===== src/rtl/lsu_pkg.sv =====
// ============================================================================
// Module : lsu_pkg
// Brief  : Shared funct3 codes, FSM encoding and lane helpers for dmem_lsu.
// Rev    : 1.0  initial release
// ============================================================================
`default_nettype none

package lsu_pkg;

    localparam logic [2:0] FUNC_LB  = 3'b000;
    localparam logic [2:0] FUNC_LH  = 3'b001;
    localparam logic [2:0] FUNC_LW  = 3'b010;
    localparam logic [2:0] FUNC_LBU = 3'b100;
    localparam logic [2:0] FUNC_LHU = 3'b101;
    localparam logic [2:0] FUNC_SB  = 3'b000;
    localparam logic [2:0] FUNC_SH  = 3'b001;
    localparam logic [2:0] FUNC_SW  = 3'b010;

    typedef enum logic [1:0] {
        IDLE   = 2'd0,
        ACCESS = 2'd1,
        RESP   = 2'd2
    } lsu_state_e;

    function automatic logic illegal_f3(input logic we, input logic [2:0] f3);
        if (we) begin
            return !(f3 == FUNC_SB || f3 == FUNC_SH || f3 == FUNC_SW);
        end
        return !(f3 == FUNC_LB || f3 == FUNC_LH || f3 == FUNC_LW ||
                 f3 == FUNC_LBU || f3 == FUNC_LHU);
    endfunction

    // Halfword codes share low bits 01, word codes 10, for loads and stores alike.
    function automatic logic misaligned(input logic [2:0] f3, input logic [1:0] addr);
        case (f3[1:0])
            2'b01:   return addr[0];
            2'b10:   return (addr != 2'b00);
            default: return 1'b0;
        endcase
    endfunction

    function automatic logic [3:0] store_be(input logic [2:0] f3, input logic [1:0] lane);
        case (f3)
            FUNC_SB: return 4'b0001 << lane;
            FUNC_SH: return lane[1] ? 4'b1100 : 4'b0011;
            FUNC_SW: return 4'b1111;
            default: return 4'b0000;
        endcase
    endfunction

    function automatic logic [31:0] load_extend(input logic [31:0] word,
                                                input logic [2:0]  f3,
                                                input logic [1:0]  lane);
        logic [7:0]  b;
        logic [15:0] h;
        b = word[{lane, 3'b000} +: 8];
        h = lane[1] ? word[31:16] : word[15:0];
        case (f3)
            FUNC_LB:  return {{24{b[7]}}, b};
            FUNC_LBU: return {24'h0, b};
            FUNC_LH:  return {{16{h[15]}}, h};
            FUNC_LHU: return {16'h0, h};
            FUNC_LW:  return word;
            default:  return 32'h0;
        endcase
    endfunction

endpackage

`default_nettype wire


===== src/rtl/dmem_ram.sv =====
// ============================================================================
// Module : dmem_ram
// Brief  : Single-port synchronous word RAM with byte write enables and a
//          registered read port. Contents are never reset.
// Rev    : 1.0  initial release
// ============================================================================
`default_nettype none

module dmem_ram #(
    parameter int ADDR_W = 5,
    parameter int DATA_W = 32
) (
    input  logic                  clk,
    input  logic                  we_i,
    input  logic                  re_i,
    input  logic [DATA_W/8-1:0]   be_i,
    input  logic [ADDR_W-1:0]     addr_i,
    input  logic [DATA_W-1:0]     wdata_i,
    output logic [DATA_W-1:0]     rdata_o
);

    logic [DATA_W-1:0] mem_q [2**ADDR_W];
    logic [DATA_W-1:0] rdata_q;

    always_ff @(posedge clk) begin
        if (we_i) begin
            for (int i = 0; i < DATA_W/8; i++) begin
                if (be_i[i]) begin
                    mem_q[addr_i][i*8 +: 8] <= wdata_i[i*8 +: 8];
                end
            end
        end
        if (re_i) begin
            rdata_q <= mem_q[addr_i];
        end
    end

    assign rdata_o = rdata_q;

endmodule

`default_nettype wire


===== src/rtl/dmem_lsu.sv =====
// ============================================================================
// Module : dmem_lsu
// Brief  : Data-memory load/store responder: valid/ready request, byte-lane
//          stores, extended loads, held response. Optional LSU_BACK2BACK_EN
//          lets RESP accept the next request for 2-cycle throughput.
// Rev    : 1.0  initial release
// ============================================================================
`default_nettype none

module dmem_lsu
    import lsu_pkg::*;
#(
    parameter int ADDR_W = 5,
    parameter int DATA_W = 32
) (
    input  logic              clk,
    input  logic              rst,
    input  logic              req_valid_i,
    output logic              req_ready_o,
    input  logic              req_we_i,
    input  logic [2:0]        funct3_i,
    input  logic [31:0]       addr_i,
    input  logic [DATA_W-1:0] wdata_i,
    output logic              rsp_valid_o,
    input  logic              rsp_ready_i,
    output logic [DATA_W-1:0] rsp_rdata_o,
    output logic              rsp_err_o,
    output logic              busy_o
);

    lsu_state_e          state_q, state_d;
    logic                we_q, we_d;
    logic [2:0]          f3_q, f3_d;
    logic [ADDR_W+1:0]   addr_q, addr_d;
    logic [DATA_W-1:0]   wdata_q, wdata_d;
    logic                err_q, err_d;

    logic                accept;
    logic                err_now;
    logic                ram_we, ram_re;
    logic [3:0]          ram_be;
    logic [DATA_W-1:0]   ram_wdata, ram_rdata;

    logic                unused_addr;
    assign unused_addr = ^addr_i[31:ADDR_W+2];

    always_comb begin
        err_now = illegal_f3(we_q, f3_q) | misaligned(f3_q, addr_q[1:0]);
        // RAM is only touched on the edge leaving ACCESS; an async reset there
        // drops the state to IDLE first, so the store never commits.
        ram_we  = (state_q == ACCESS) && we_q && !err_now;
        ram_re  = (state_q == ACCESS) && !we_q && !err_now;
        ram_be  = store_be(f3_q, addr_q[1:0]);
        case (f3_q)
            FUNC_SB: ram_wdata = {4{wdata_q[7:0]}};
            FUNC_SH: ram_wdata = {2{wdata_q[15:0]}};
            default: ram_wdata = wdata_q;
        endcase
    end

    always_ff @(posedge clk or posedge rst) begin
        if (rst) begin
            state_q <= IDLE;
            we_q    <= 1'b0;
            f3_q    <= 3'b000;
            addr_q  <= '0;
            wdata_q <= '0;
            err_q   <= 1'b0;
        end else begin
            state_q <= state_d;
            we_q    <= we_d;
            f3_q    <= f3_d;
            addr_q  <= addr_d;
            wdata_q <= wdata_d;
            err_q   <= err_d;
        end
    end

    always_comb begin
        state_d     = state_q;
        req_ready_o = 1'b0;
        rsp_valid_o = 1'b0;
        busy_o      = (state_q != IDLE);
        case (state_q)
            IDLE: begin
                req_ready_o = 1'b1;
                if (req_valid_i) begin
                    state_d = ACCESS;
                end
            end
            ACCESS: begin
                state_d = RESP;
            end
            RESP: begin
                rsp_valid_o = 1'b1;
`ifdef LSU_BACK2BACK_EN
                req_ready_o = rsp_ready_i;
`else
                req_ready_o = 1'b0;
`endif
                if (rsp_ready_i) begin
                    state_d = (req_valid_i && req_ready_o) ? ACCESS : IDLE;
                end
            end
            default: begin
                state_d = IDLE;
            end
        endcase

        accept  = req_valid_i && req_ready_o;
        we_d    = accept ? req_we_i : we_q;
        f3_d    = accept ? funct3_i : f3_q;
        addr_d  = accept ? addr_i[ADDR_W+1:0] : addr_q;
        wdata_d = accept ? wdata_i : wdata_q;
        err_d   = (state_q == ACCESS) ? err_now : err_q;
    end

    // Response fields derive from registers that cannot change while in RESP.
    assign rsp_rdata_o = (state_q == RESP && !we_q && !err_q)
                       ? load_extend(ram_rdata, f3_q, addr_q[1:0]) : '0;
    assign rsp_err_o   = (state_q == RESP) && err_q;

    dmem_ram #(
        .ADDR_W (ADDR_W),
        .DATA_W (DATA_W)
    ) u_ram (
        .clk     (clk),
        .we_i    (ram_we),
        .re_i    (ram_re),
        .be_i    (ram_be),
        .addr_i  (addr_q[ADDR_W+1:2]),
        .wdata_i (ram_wdata),
        .rdata_o (ram_rdata)
    );

endmodule

`default_nettype wire


===== config.mk =====
export PLATFORM = sky130hd
export DESIGN_NAME = dmem_lsu
export DESIGN_NICKNAME = d
export VERILOG_FILES = /design/src/rtl/lsu_pkg.sv /design/src/rtl/dmem_ram.sv /design/src/rtl/dmem_lsu.sv
export SDC_FILE = /design/constraint.sdc
export NUM_CORES = 1
export LEC_CHECK = 0
export CAP_MARGIN = 20
export CORE_MARGIN = 2
export CORE_UTILIZATION = 56
export CTS_CLUSTER_SIZE = 20
export DETAILED_ROUTE_END_ITERATION = 16
export GPL_TIMING_DRIVEN = 0
export PLACE_DENSITY = 0.77
export SLEW_MARGIN = 20
export SYNTH_ARGS = -nofsm -noshare
export SYNTH_HDL_FRONTEND = slang
export SYNTH_SLANG_ARGS = --single-unit
export TNS_END_PERCENT = 100

===== constraint.sdc =====
create_clock -name clk -period 3.09 [get_ports clk]
set_input_delay 0.309 -clock clk [delete_from_list [all_inputs] [get_ports clk]]
set_output_delay 0.309 -clock clk [all_outputs]
set_load 0.005 [all_outputs]

Yosys cells after proc, flatten, opt, wreduce, memory -nomap -nowiden
Memory sizes are Yosys's and may differ from the RTL's. A register that Yosys moved wholly into a read port is not among the register bits.
Index checks and enable logic that the tools add are counted.
{"block": "word_totals", "mem_count": 1, "output_inout_bits": 36, "regBits": 46, "mem_bits_rw": 1024}
{"memory": "u_ram.mem_q", "words": 32, "width": 32, "read_ports": 1, "rd_ports_with_merged_regs": 1, "write_ports": 1, "line": "dmem_ram.sv:22", "source": "logic [DATA_W-1:0] mem_q [2**ADDR_W];"}
{"block": "classes", "n_reduce_logical": 22, "n_bitwise": 1, "shift": 2, "eq_ne": 10, "n_mux": 27}
{"op": "32-bit case mux with 5 select lines", "count": 1}
{"op": "32-bit case mux with 2 select lines", "count": 1}
{"op": "32-bit 2-to-1 mux", "count": 1}
{"op": "32-bit by 6-bit variable part select with 8-bit output", "count": 1}
{"op": "1-bit 2-to-1 mux", "count": 17}
{"op": "16-bit 2-to-1 mux", "count": 1}
{"op": "4-bit case mux with 3 select lines", "count": 1}
{"op": "1-bit logical AND", "count": 8}
{"op": "3-bit equality test (second input constant)", "count": 2}
{"op": "2-bit case mux with 3 select lines", "count": 1}
{"op": "1-bit zero test", "count": 5}
{"op": "2-bit by 1-bit equality test with 1-bit output (second input constant)", "count": 2}
{"op": "2-bit equality test (second input constant)", "count": 2}
{"op": "1-bit logical OR", "count": 4}
{"op": "2-bit 2-to-1 mux", "count": 2}
{"op": "4-bit 2-to-1 mux", "count": 1}
{"op": "2-bit inequality test (second input constant)", "count": 2}
{"op": "2-bit nonzero test", "count": 2}
{"op": "1-bit by 2-bit left shift with 4-bit output (first input constant)", "count": 1}
{"op": "3-bit by 1-bit equality test with 1-bit output (second input constant)", "count": 1}
{"op": "3-bit by 2-bit equality test with 1-bit output (second input constant)", "count": 1}
{"op": "3-bit zero test", "count": 1}
{"op": "2-bit zero test", "count": 1}
{"op": "1-bit case mux with 2 select lines", "count": 1}
{"op": "other kinds (2)", "count": 2}

Longest topological paths before layout
{"block": "logic_depth", "depth_word": 12, "ltp_mapped": 8}

By module
Synthesis repeated with hierarchy kept, for this count alone.
{"block": "unflattened", "hier_cells": 2527, "area_unflattened_um2": 43849.6}
{"mod": "dmem_ram", "cells_each": 2230, "n_inst": 1, "seq_area_each_um2": 31710.4, "area_each_um2": 40523.9}
{"mod": "dmem_lsu", "cells_each": 297, "n_inst": 1, "seq_area_each_um2": 1151.1, "area_each_um2": 3325.7}

Worst setup path before layout
Ideal clock, no wire load.
{"block": "synth_timing", "path_type": "register to register", "startpoint": "register f3_q[0]", "endpoint": "register u_ram.rdata_q[0] (netlist: u_ram.rdata_o[0]), read port of u_ram.mem_q (enable)", "slack_ps": 205, "arrival_time_ps": 2464, "t_required_ps": 2669, "path_stages_with_launch": 7, "n_path_buf": 0, "setup_time_ps": 421, "cell_sequence": "dfrtp_1 inv_1 ha_1 nand2b_2 a21oi_2 nand2_1 nor2_1"}
{"block": "synth_via", "elab_chain_len": 10}
{"item": "from (decl)", "line": "dmem_lsu.sv:33", "source": "logic [2:0] f3_q, f3_d;"}
{"item": "from (signal assigned)", "line": "dmem_lsu.sv:65", "source": "f3_q <= 3'b000;"}
{"item": "from (signal assigned)", "line": "dmem_lsu.sv:72", "source": "f3_q <= f3_d;"}
{"item": "3-bit by 1-bit equality test with 1-bit output / 3-bit zero test (equally long branches)", "line": "lsu_pkg.sv:27, lsu_pkg.sv:29"}
{"item": "1-bit logical OR (2 in a row)", "line": "lsu_pkg.sv:27, lsu_pkg.sv:29"}
{"item": "1-bit logical OR", "line": "lsu_pkg.sv:29", "source": "return !(f3 == FUNC_LB || f3 == FUNC_LH || f3 == FUNC_LW ||"}
{"item": "1-bit logical OR", "line": "lsu_pkg.sv:30", "source": "f3 == FUNC_LBU || f3 == FUNC_LHU);"}
{"item": "1-bit zero test", "line": "lsu_pkg.sv:29"}
{"item": "1-bit 2-to-1 mux", "line": "lsu_pkg.sv:29"}
{"item": "1-bit bitwise OR (*)", "line": "dmem_lsu.sv:48", "source": "err_now = illegal_f3(we_q, f3_q) | misaligned(f3_q, addr_q[1:0]);"}
{"item": "1-bit zero test (*)", "line": "dmem_lsu.sv:52", "source": "ram_re = (state_q == ACCESS) && !we_q && !err_now;"}
{"item": "1-bit logical AND (*)", "line": "dmem_lsu.sv:52"}
{"item": "named net ram_re", "line": "dmem_lsu.sv:40", "source": "logic ram_we, ram_re;"}
{"item": "to (decl)", "line": "dmem_ram.sv:23", "source": "logic [DATA_W-1:0] rdata_q;"}
The timed path passes the listed nets; every way through them passes the cells marked *. The select of a mux whose other input is x is not followed.
A chain may end at the register's enable or synchronous reset.

==> metrics.md <==
| Metric | Value |
|---|---|
| Post-route insts no fill | 3930 |
| Crit path max-delay family | buffers and inverters |
| WL per Instance | 33.1 um |
| Core area | 77500 um^2 |
| Final setup violation count | 100 |
| Average cell area after synthesis | 17.2 um^2 |
| Die H | 284 um |
| Fin worst setup slack | -130 ps |
| Final cycle utilization of the critical path | 1.04 |
| Max VDD drop | 1000 uV |
| Port buffer count | 82 |
| Clock Pin Slew Worst Setup and Hold Paths | 60 ps |
| CTS tree | built |
| Clk sinks | 1102 |
| CTS buffer count | 107 |
| Crit path from | addr_q[3] |
| Post-route DRC violation count | 0 |
| Reg2reg start | addr_q[3] |
| Initial core utilization | 0.565 |
| Tot GR Track Use | 0.317 |
| Number of synthesized flops with an enable pin | 1056 |
| Crit start category | flop |
| Cell Area, Synth | 43800 um^2 |
| Crit path top cell by count | buf_2 |
| Initial antenna violation count | 10 |
| Max_cap viols | 0 |
| Outcome | finished, violations left |
| Leakage | 0.0180 uW |
| Post-synth cell types | 50 |
| Clk_lat worst skew | 690 ps |
| Synth Instances | 2543 |
| Post-synth top cells | edfxtp_1, mux2i_1, o22ai_1, nand2_1, nor3_1 |
| Clock Skew | 34.8 ps |
| Failing checks | setup timing |
| Std cell rows | 102 |
| Synth async-reset ratio | 0.0417 |
| Syn. warnings | 0 |
| Final min period | 3220 ps |
| Share of cells above drive strength 1 | 0.241 |
| PwrDens | 1020 nW/um^2 |
| Hpwl dp | 88000 um |
| Synthesized flop and latch total | 1102 |
| Worst-path maximum fanout | 11 |
| Total negative setup slack | -5220 ps |
| CTS root buf | clkbuf_16 |
| Die Footprint | 80400 um^2 |
| Die width | 284 um |
| Worst Max-Slew Pin Slew | 1340 ps |
| Critical path type | flop to flop |
| Max-slew headroom | 0.109 |
| Area after DPL | 46600 um^2 |
| Worst path required time | 3440 ps |
| Worst Path Buf+Inv | 4 |
| First-pass GRT wire length | 180000 um |
| Most common cell in the synthesized netlist | edfxtp_1 |
| Fmax | 311 MHz |
| Post-layout power | 52600 uW |
| Yosys top cell area share | 0.725 |
| Crit path cell chain | buf_2, buf_2, buf_4, buf_2, mux2i_1, o22ai_1, nor4_1, nand2_1 |
| Area Growth Syn to Fin | 18.5% |
| H-tree depth | 3 |
| Hold Fails Final Rpt | 0 |
| IO Pins | 108 |
| Final WL | 130000 um |
| Final hold slack | 234 ps |
| Sequential share of the synthesized area | 0.751 |
| DR vias | 26200 |
| CP max stage delay | 580 ps |
| Largest net degree at the start of global routing | 37 |
| Clock Tree Buf Depth | 3 |
| Fin. max-slew vios | 0 |
| Design area | 51800 um^2 |
| Unrepaired setup endpoints after global routing | true |
| Top post-synthesis cells by area | edfxtp_1, mux2i_1, o22ai_1 |
| Net Count, Synth | 2618 |
| Vias/cell | 6.66 |
| Placed cells | 3690 |
| Hold path start | wdata_i[21] |
| Initial drt markers | 4221 |
| Slowest cell on the critical path | nor4_1 |
| RD Place Congestion | 1.01 |
| Drt first pass iters | 6 |
| GR Overflow Total | 0 |
| CP endpoint kind | flop |
| Vias in the first global route | 25600 |
| Area leader, netlist | edfxtp_1 |
| Worst path arrival time | 3570 ps |
| Top_reg_cell synth | edfxtp_1 |
| HP Class | primary input to flop |
| DRT antenna net count | 0 |
| Final Net Count | 2872 |
[placed cells by master (no fill, tap or decap), types with 23 or more instances in the layout]
master and instances:
edfxtp_1 1056, mux2i_1 512, o22ai_1 226, clkbuf_16 115, buf_2 98, nand2_1 92
mux2_2 57, nor3_2 52, nor4_1 51, clkbuf_1 50, clkdlybuf4s50_1 50, nor3_4 44
buf_4 42, dfrtp_1 37, a21oi_4 30, o22ai_2 30, buf_6 28, nor2_4 28
clkinv_1 23
[timing repair]
item                                   CTS  global route
setup buffers                           22            14
gates cloned                             3             0
pin swaps                                5             5
gates resized for setup                301           108
endpoints found under the hold margin   24             0
setup endpoints to repair              876           397
hold buffers                             1             0
[kinds of logic after synthesis]
| logic type | Yosys count | share of synthesized area |
|---|---|---|
| buf+inv | 180 | 0.0218 |
| fa+ha+maj | 3 | 0.000858 |
| compound gates | 338 | 0.0534 |
| mux | 570 | 0.132 |
| flops | 1102 | 0.751 |
| simple gates | 350 | 0.0407 |
[final cells by class]
cell class,count,area [um^2]
diodes,1,2.50
plain buffers,171,1050
clock buffers,133,2870
clock inverters,68,643
fillers,4933,25600
inverters,7,26.3
multi-input cells,1261,11500
flip-flops and latches,1102,32900
well taps,1040,1300
repair buffers,147,1520
[flip-flops by register name, summed over array words and instances, names as in the netlist]
register / count
we_q: 1
err_q: 1
state_q: 2
wdata_q: 32
u_ram.mem_q: 1024
f3_q: 3
addr_q: 7
u_ram.rdata_o: 32
[metrics by stage]
step           utilization  setup slack (ps)
2_1_floorplan            -               205
3_3_place_gp         0.592             -2540
3_5_place_dp         0.602              -967
4_1_cts              0.662              -221
5_1_grt              0.669              -214
6_report             0.669              -130
[power by group]
part | switching [uW] | internal, uW | total [uW]
Clock | 5540 | 7500 | 13000
Combinational | 12800 | 5400 | 18200
Sequential | 1050 | 20300 | 21400
[metal layers]
metal,global-route usage,vias to the layer above,share of wire
met2,0.483,2034,0.45
li1,-,10700,-
met5,0,-,0.00065
met1,0.421,13000,0.36
met4,0.170,12,0.060
met3,0.0850,436,0.13
[path summary, 6_finish.rpt]
check	slack, ps	depth (start not counted)	endpoint
max in group asynchronous	2010	4	wdata_q[1]
worst min register to register	510	1	wdata_q[16]
worst min-delay path	230	2	wdata_q[21]
min in group asynchronous	540	3	wdata_q[28]
worst max register to register	-130	8	u_ram.rdata_o[3]
worst max-delay path	-130	8	u_ram.rdata_o[3]
Note: power is estimated with default switching activity, not from simulation.
